**src/rtl/ga_pkg.sv**
```systemverilog
// Shared definitions for the genetic brew-run loop: sequencer state encoding
// and default sizing used by the generation controller, sorter and breeder.
package ga_pkg;

  localparam int DEF_POP_SIZE    = 50;   // sorter slots
  localparam int DEF_IDX_W       = 6;    // width of one sorted index
  localparam int DEF_GEN_W       = 10;   // generation counter width
  localparam int DEF_WDOG_CYCLES = 256;  // per-phase timeout in cycles

  typedef enum logic [2:0] {
    ST_IDLE,
    ST_EVAL,
    ST_SORT,
    ST_BREED,
    ST_FINISH,
    ST_ERROR
  } ga_state_e;

  // True for the three states in which a sub-block is working.
  function automatic logic is_phase(input ga_state_e s);
    return (s == ST_EVAL) || (s == ST_SORT) || (s == ST_BREED);
  endfunction

endpackage

```
**src/rtl/ga_generation_ctrl_if.sv**
```systemverilog
// Start/done handshakes between the generation controller (master) and the
// fitness evaluator, population sorter and breeder (slave side).
interface ga_generation_ctrl_if
  import ga_pkg::*;
#(
  parameter int POP_SIZE = DEF_POP_SIZE,
  parameter int IDX_W    = DEF_IDX_W
) ();

  logic                      eval_start;
  logic                      eval_done;
  logic                      sort_start;
  logic                      sort_done;
  logic [POP_SIZE*IDX_W-1:0] sort_sorted;  // slot 0 in [IDX_W-1:0]
  logic                      breed_start;
  logic                      breed_done;

  modport master (
    output eval_start,
    input  eval_done,
    output sort_start,
    input  sort_done,
    input  sort_sorted,
    output breed_start,
    input  breed_done
  );

  modport slave (
    input  eval_start,
    output eval_done,
    input  sort_start,
    output sort_done,
    output sort_sorted,
    input  breed_start,
    output breed_done
  );

endinterface

```
**src/rtl/ga_phase_watchdog.sv**
```systemverilog
// Per-phase timeout counter. Cleared on every phase entry, counts while the
// controller is in a phase, and flags the WDOG_CYCLES-th cycle of that phase.
module ga_phase_watchdog
  import ga_pkg::*;
#(
  parameter int WDOG_CYCLES = DEF_WDOG_CYCLES
) (
  input  logic clk,
  input  logic rst_n,
  input  logic clear,
  input  logic enable,
  output logic expired
);

  localparam int CNT_W = (WDOG_CYCLES > 1) ? $clog2(WDOG_CYCLES) : 1;
  localparam logic [CNT_W-1:0] LAST = CNT_W'(WDOG_CYCLES - 1);

  logic [CNT_W-1:0] count_q;

  // Cycles spent in the current phase; saturates on the terminal cycle.
  always_ff @(posedge clk or negedge rst_n) begin
    if (!rst_n) begin
      count_q <= '0;
    end else if (clear) begin
      count_q <= '0;
    end else if (enable && (count_q != LAST)) begin
      count_q <= count_q + 1'b1;
    end
  end

  // Entry cycle is count 0, so LAST marks the WDOG_CYCLES-th cycle in phase.
  assign expired = enable && (count_q == LAST);

endmodule

```
**src/rtl/ga_generation_ctrl.sv**
```systemverilog
// Generation sequencer: runs evaluate -> sort -> breed for a programmed number
// of generations, latching the fittest index after each sort.
// Optional feature: define GA_PHASE_WATCHDOG_EN to enable the per-phase
// timeout and the ERROR state; otherwise phases wait indefinitely.
module ga_generation_ctrl
  import ga_pkg::*;
#(
  parameter int POP_SIZE    = DEF_POP_SIZE,
  parameter int IDX_W       = DEF_IDX_W,
  parameter int GEN_W       = DEF_GEN_W,
  parameter int WDOG_CYCLES = DEF_WDOG_CYCLES
) (
  input  logic                 clk,
  input  logic                 rst_n,
  input  logic                 run,
  input  logic                 abort,
  input  logic [GEN_W-1:0]     num_generations,
  ga_generation_ctrl_if.master phase_if,
  output logic                 busy,
  output logic [GEN_W-1:0]     gen_count,
  output logic [IDX_W-1:0]     best_index,
  output logic                 done,
  output logic                 error
);

  ga_state_e        state_q, state_d;
  logic [GEN_W-1:0] n_q, n_d;
  logic [GEN_W-1:0] gen_q, gen_d;
  logic [GEN_W-1:0] gen_inc;
  logic [IDX_W-1:0] best_q, best_d;
  logic             err_q, err_d;
  logic             eval_start_q, eval_start_d;
  logic             sort_start_q, sort_start_d;
  logic             breed_start_q, breed_start_d;
  logic             done_q, done_d;
  logic             busy_q, busy_d;
  logic             wdog_expired;

  // Only slot 0 of the sorted population matters to the sequencer.
  logic unused_sorted_hi;
  assign unused_sorted_hi = ^phase_if.sort_sorted[POP_SIZE*IDX_W-1:IDX_W];

`ifdef GA_PHASE_WATCHDOG_EN
  logic wdog_clear;
  assign wdog_clear = (state_d != state_q);

  ga_phase_watchdog #(
    .WDOG_CYCLES (WDOG_CYCLES)
  ) u_watchdog (
    .clk     (clk),
    .rst_n   (rst_n),
    .clear   (wdog_clear),
    .enable  (is_phase(state_q)),
    .expired (wdog_expired)
  );
`else
  localparam int unused_wdog_cycles = WDOG_CYCLES;
  assign wdog_expired = 1'b0;
`endif

  // Next-state and next-output decode; abort is checked before any done input.
  always_comb begin
    // NOTE: every variable gets a default first so no path leaves one
    // unassigned -- an unassigned path in always_comb infers a latch.
    state_d       = state_q;
    n_d           = n_q;
    gen_d         = gen_q;
    best_d        = best_q;
    err_d         = err_q;
    eval_start_d  = 1'b0;
    sort_start_d  = 1'b0;
    breed_start_d = 1'b0;
    done_d        = 1'b0;
    gen_inc       = gen_q + 1'b1;

    unique case (state_q)
      ST_IDLE: begin
        if (run) begin
          if (num_generations != '0) begin
            n_d          = num_generations;
            gen_d        = '0;
            err_d        = 1'b0;
            eval_start_d = 1'b1;
            state_d      = ST_EVAL;
          end else begin
            done_d  = 1'b1;
            state_d = ST_FINISH;
          end
        end
      end
      ST_EVAL: begin
        if (abort) begin
          state_d = ST_IDLE;
        end else if (phase_if.eval_done) begin
          sort_start_d = 1'b1;
          state_d      = ST_SORT;
        end else if (wdog_expired) begin
          err_d   = 1'b1;
          state_d = ST_ERROR;
        end
      end
      ST_SORT: begin
        if (abort) begin
          state_d = ST_IDLE;
        end else if (phase_if.sort_done) begin
          best_d        = phase_if.sort_sorted[IDX_W-1:0];
          breed_start_d = 1'b1;
          state_d       = ST_BREED;
        end else if (wdog_expired) begin
          err_d   = 1'b1;
          state_d = ST_ERROR;
        end
      end
      ST_BREED: begin
        if (abort) begin
          state_d = ST_IDLE;
        end else if (phase_if.breed_done) begin
          gen_d = gen_inc;
          if (gen_inc == n_q) begin
            done_d  = 1'b1;
            state_d = ST_FINISH;
          end else begin
            eval_start_d = 1'b1;
            state_d      = ST_EVAL;
          end
        end else if (wdog_expired) begin
          err_d   = 1'b1;
          state_d = ST_ERROR;
        end
      end
      ST_FINISH, ST_ERROR: begin
        // Parked until the run request is withdrawn.
        if (abort || !run) begin
          state_d = ST_IDLE;
        end
      end
      default: state_d = ST_IDLE;
    endcase

    busy_d = is_phase(state_d);
  end

  // State and registered outputs.
  always_ff @(posedge clk or negedge rst_n) begin
    if (!rst_n) begin
      state_q       <= ST_IDLE;
      n_q           <= '0;
      gen_q         <= '0;
      best_q        <= '0;
      err_q         <= 1'b0;
      eval_start_q  <= 1'b0;
      sort_start_q  <= 1'b0;
      breed_start_q <= 1'b0;
      done_q        <= 1'b0;
      busy_q        <= 1'b0;
    end else begin
      // NOTE: non-blocking assignments so every flop samples pre-edge values,
      // independent of statement order within and across blocks.
      state_q       <= state_d;
      n_q           <= n_d;
      gen_q         <= gen_d;
      best_q        <= best_d;
      err_q         <= err_d;
      eval_start_q  <= eval_start_d;
      sort_start_q  <= sort_start_d;
      breed_start_q <= breed_start_d;
      done_q        <= done_d;
      busy_q        <= busy_d;
    end
  end

  assign phase_if.eval_start  = eval_start_q;
  assign phase_if.sort_start  = sort_start_q;
  assign phase_if.breed_start = breed_start_q;
  assign busy                 = busy_q;
  assign gen_count            = gen_q;
  assign best_index           = best_q;
  assign done                 = done_q;
  assign error                = err_q;

endmodule

```
**src/flat_wrapper.sv**
```systemverilog
// flat-port wrapper written by rule: the top's interface ports become plain ports
module ga_generation_ctrl_flat import ga_pkg::*;
#(
  parameter int POP_SIZE    = DEF_POP_SIZE,
  parameter int IDX_W       = DEF_IDX_W,
  parameter int GEN_W       = DEF_GEN_W,
  parameter int WDOG_CYCLES = DEF_WDOG_CYCLES
)
  (clk, rst_n, run, abort, num_generations, busy, gen_count, best_index, done, error, phase_if_eval_start, phase_if_eval_done, phase_if_sort_start, phase_if_sort_done, phase_if_sort_sorted, phase_if_breed_start, phase_if_breed_done);
  ga_generation_ctrl_if #(.POP_SIZE(POP_SIZE), .IDX_W(IDX_W)) phase_if_i ();
  input  logic clk;
  input  logic rst_n;
  input  logic run;
  input  logic abort;
  input  logic [GEN_W-1:0] num_generations;
  output logic busy;
  output logic [GEN_W-1:0] gen_count;
  output logic [IDX_W-1:0] best_index;
  output logic done;
  output logic error;
  output wire logic [$bits(phase_if_i.eval_start)-1:0] phase_if_eval_start;
  input wire logic [$bits(phase_if_i.eval_done)-1:0] phase_if_eval_done;
  output wire logic [$bits(phase_if_i.sort_start)-1:0] phase_if_sort_start;
  input wire logic [$bits(phase_if_i.sort_done)-1:0] phase_if_sort_done;
  input wire logic [$bits(phase_if_i.sort_sorted)-1:0] phase_if_sort_sorted;
  output wire logic [$bits(phase_if_i.breed_start)-1:0] phase_if_breed_start;
  input wire logic [$bits(phase_if_i.breed_done)-1:0] phase_if_breed_done;
  assign phase_if_eval_start = phase_if_i.eval_start;
  assign phase_if_i.eval_done = phase_if_eval_done;
  assign phase_if_sort_start = phase_if_i.sort_start;
  assign phase_if_i.sort_done = phase_if_sort_done;
  assign phase_if_i.sort_sorted = phase_if_sort_sorted;
  assign phase_if_breed_start = phase_if_i.breed_start;
  assign phase_if_i.breed_done = phase_if_breed_done;
  ga_generation_ctrl #(.POP_SIZE(POP_SIZE), .IDX_W(IDX_W), .GEN_W(GEN_W), .WDOG_CYCLES(WDOG_CYCLES)) u_core (.clk(clk), .rst_n(rst_n), .run(run), .abort(abort), .num_generations(num_generations), .phase_if(phase_if_i), .busy(busy), .gen_count(gen_count), .best_index(best_index), .done(done), .error(error));
endmodule
```
**config.mk**
```make
export PLATFORM = sky130hd
export DESIGN_NAME = ga_generation_ctrl_flat
export DESIGN_NICKNAME = d
export VERILOG_FILES = /design/src/rtl/ga_pkg.sv /design/src/rtl/ga_generation_ctrl_if.sv /design/src/rtl/ga_phase_watchdog.sv /design/src/rtl/ga_generation_ctrl.sv /design/src/flat_wrapper.sv
export SDC_FILE = /design/constraint.sdc
export NUM_CORES = 1
export LEC_CHECK = 0
export CORE_AREA = 10 10 124 126
export CTS_CLUSTER_DIAMETER = 80
export DETAILED_ROUTE_END_ITERATION = 8
export DIE_AREA = 0 0 134 136
export GPL_ROUTABILITY_DRIVEN = 0
export HOLD_SLACK_MARGIN = 0.1
export SLEW_MARGIN = 20
export SYNTH_ARGS = -nofsm -noshare
export SYNTH_HDL_FRONTEND = slang
export SYNTH_SLANG_ARGS = --single-unit
```
**constraint.sdc**
```tcl
create_clock -name clk -period 3 [get_ports clk]
set_input_delay 0.6 -clock clk [delete_from_list [all_inputs] [get_ports clk]]
set_output_delay 0.6 -clock clk [all_outputs]
set_load 0.01 [all_outputs]
```
==> impl_metrics.csv <==
group,metric,value,unit
clocking,clk_pin_slew,0.06,ns
worst_setup_path,regToRegStartpoint,"u_core.gen_count[0]$_DFFE_PN0P_",
drt,dr.pass1.iters,4,
final_layout,final_util,0.2057,
drt,drc,0,
logic_synthesis,synth_nets,523,
final_layout,final_nets,571,
timing,fin_tns_setup,0,ns
worst_setup_path,crit_arrival,2.59,ns
power_and_ir_drop,swShare,0.3073,
placement,pre_cts_ws,0.3239,ns
drt,vias_per_cell,3.963,
clocking,clock_sinks,34,
timing,slew_headroom,0.5307,
power_and_ir_drop,switching_power,547.4,uW
logic_synthesis,yosysTopAreaCellShare,0.4595,
grt,grt_pass1_wl,9.135,mm
grt,grt_max_degree,35,
final_layout,regArea,850.8,um^2
logic_synthesis,synth_area_leaders,"dfrtp_1, nand2_1, o21ai_0",
timing,fin_ws,0.5467,ns
logic_synthesis,yosysWarningCount,0,
worst_setup_path,critPathRequiredTime,3.13,ns
clocking,cts_buffer_depth,2,
timing,worst_pin_slew,0.7014,ns
min_path,hold_class,"flop to flop",
grt,grt-ovfl-total,0,
worst_setup_path,critPathMaxStageDelay,0.47,ns
logic_synthesis,ys_seq_area_frac,0.4595,
status,status,"finished clean",
worst_setup_path,cp_slowest_cell,"dfrtp_1",
power_and_ir_drop,p_leak,0.001137,uW
final_layout,area_growth,44.19,%
worst_setup_path,worstSetupStartpoint,"u_core.gen_count[0]$_DFFE_PN0P_",
worst_setup_path,worstSetupPathDepth,6,
timing,fmax,407.6,MHz
clocking,postCtsSetupBuffers,0,
timing,grt_setup_unrepaired,"no",
logic_synthesis,yosysTopAreaCell,"dfrtp_1",
logic_synthesis,netlist_instances,205,
logic_synthesis,ys_types,48,
worst_setup_path,crit_end,"u_core.state_q[0]$_DFF_PN0_",
worst_setup_path,r2r_cells,6,
logic_synthesis,synth-main-ff-cell,"dfrtp_1",
timing,setup_viol,0,
worst_setup_path,cpLargestDelayFamily,"simple AND/OR/NAND/NOR gates",
power_and_ir_drop,combPwrFrac,0.290,
worst_setup_path,crit_path_cell_trace,"ha_1, nand3_2, or3_1, a2111o_1, nor4_4, a41oi_1",
clocking,htreeDepth,2,
floorplanning,die_w,134,um
clocking,cts_tree,"built",
logic_synthesis,syn-cell-area,1852,um^2
drt,wl_per_cell,12.90,um
floorplanning,core,12980,um^2
worst_setup_path,crit_type,"flop to flop",
floorplanning,dieArea,18220,um^2
worst_setup_path,endpoint_kind,"flop",
drt,wl,5.548,mm
final_layout,drive_gt1_frac,0.09449,
clocking,ctsHoldBuffers,0,
logic_synthesis,synth_enable_flop_cells,0,
floorplanning,die_y,136,um
logic_synthesis,ys_seq_elements,34,
power_and_ir_drop,vdd_drop_max,279.6,uV
floorplanning,io_pins,339,
timing,finalCritPeriodShare,0.8178,
power_and_ir_drop,pwr-share-seq,0.381,
placement,dp_hpwl,4.143,mm
clocking,cts.repair.resized,0,
logic_synthesis,syn_area_per_cell,9.033,um^2
worst_setup_path,cp_max_fo,8,
floorplanning,num_rows,42,
drt,num_vias,1704,
power_and_ir_drop,p_int,1234,uW
timing,hold_ws,0.4723,ns
final_layout,antenna-diode-count,0,
worst_setup_path,worstSetupStartpointType,"flop",
power_and_ir_drop,power_frac_clock,0.329,
grt,track_usage,0.06168,
timing,fin_skew,0.002832,ns
worst_setup_path,cp.buffers_inverters,0,
grt,first_global_vias,1707,
timing,layout_min_cycle_time,2.453,ns
timing,hold_viol_final,0,
clocking,clkLatencyLatePin,0.28,ns
logic_synthesis,async_flop_share,1.000,
placement,port_buffers,43,
worst_setup_path,r2r_slack,0.55,ns
power_and_ir_drop,power_density,667.2,nW/um^2
job,maxCapViolations,0,
worst_setup_path,r2r-end,"u_core.state_q[0]$_DFF_PN0_",
timing,slew_viol_final,0,
floorplanning,initial_utilization,0.1427,
drt,drtIter0Drc,55,
final_layout,multi_input_area,943.4,um^2
grt,antenna_found_initial,0,
final_layout,n_fill_cell,1456,
drt,ant_nets,0,
clocking,cts_made_buffers,5,
clocking,root_buffer,"clkbuf_16",
-- Yosys cell counts, types with 2 or more instances --
cell,count
nand2_1,52
dfrtp_1,34
o21ai_0,14
nor2_1,13
xnor2_1,7
a31oi_1,6
nand3_1,5
buf_2,4
inv_1,4
o31ai_1,4
a21o_1,3
a21oi_1,3
and2_1,3
mux2_2,3
nor3_1,3
nor3b_1,3
o41ai_1,3
xor2_1,3
a41oi_1,2
and3_1,2
and4_1,2
buf_4,2
clkbuf_1,2
nand4_1,2
nor2b_1,2
nor4_1,2
-- layout make-up --
class | instances | area share
Timing Repair Buffer | 49 | 0.1781
Tap cell | 176 | 0.08247
Inverter | 4 | 0.005623
Sequential cell | 34 | 0.3187
Multi-Input combinational cell | 159 | 0.3533
Clock buffer | 5 | 0.04686
Clock inverter | 3 | 0.01500
-- logic make-up after synthesis --
kind of cell | share of synthesized area
buffers and inverters | 0.03108
and+or+nand+nor | 0.2730
AOI/OAI and AO/OA | 0.1622
adders and majority gates | 0.006756
xor gates and xnor gates | 0.04730
DFF | 0.4595
muxes | 0.01824
other | 0.002025
-- sequential cells by signal, summed over array words and instances, names as in the netlist --
name / cells
u_core.gen_count: 10
u_core.n_q: 10
u_core.best_index: 6
u_core.state_q: 3
u_core.busy: 1
u_core.done: 1
u_core.phase_if.breed_start: 1
u_core.phase_if.eval_start: 1
u_core.phase_if.sort_start: 1
-- per-layer routing --
| layer | vias up | wire, um | GRT usage |
|---|---|---|---|
| met2 | 56 | 2358 | 0.09389 |
| met4 | 0 | 41 | 0.01451 |
| met1 | 817 | 2764 | 0.07942 |
| met5 | - | 0 | 0 |
| li1 | 827 | - | - |
| met3 | 4 | 384 | 0.02546 |
-- how the worst min path moves through the flow --
stage	end	slack [ns]	startpoint	cells after the start
6_report	u_core.best_index[1]$_DFFE_PN0P_	0.47	u_core.best_index[1]$_DFFE_PN0P_	2
5_1_grt	u_core.best_index[1]$_DFFE_PN0P_	0.51	u_core.best_index[1]$_DFFE_PN0P_	2
4_1_cts	u_core.best_index[1]$_DFFE_PN0P_	0.48	u_core.best_index[1]$_DFFE_PN0P_	2
3_5_place_dp	u_core.best_index[1]$_DFFE_PN0P_	0.46	u_core.best_index[1]$_DFFE_PN0P_	2
3_3_place_gp	u_core.best_index[1]$_DFFE_PN0P_	0.46	u_core.best_index[1]$_DFFE_PN0P_	2
2_1_floorplan	u_core.best_index[0]$_DFFE_PN0P_	0.30	rst_n	0
-- tightest hold or removal path, stage by stage, from the launching register on --
cell and delay [ns]:
dfrtp_1 0.34, nand2_1 0.05, nand2_1 0.05
-- layout by cell type (no fill, tap or decap), drive strengths merged, types with 4 or more instances in the layout --
cell and instances:
a31oi 6, buf 6, clkbuf 5, clkdlybuf4s50 43, dfrtp 34, inv 4, nand2 52, nand3 6
nor2 13, o21ai 14, o31ai 4, xnor2 7
-- metrics by stage --
step,area [um^2],total power [uW],cells
finish,2670,1781,430
global route,2670,1890,430
CTS,2670,1799,430
detailed placement,2505,1204,422
global placement,2505,1193,422
floorplan,1852,965.7,205
-- power groups by stage --
| stage | Combinational, uW | Sequential (uW) | Clock, uW |
|---|---|---|---|
| after floorplan | 290 | 675 | 0 |
| after global placement | 513 | 680 | 0 |
| after detailed placement | 518 | 686 | 0 |
| after CTS | 524 | 679 | 595 |
| after global routing | 574 | 699 | 617 |
| final | 517 | 679 | 586 |
No activity file was read; power rests on OpenSTA's default activity.
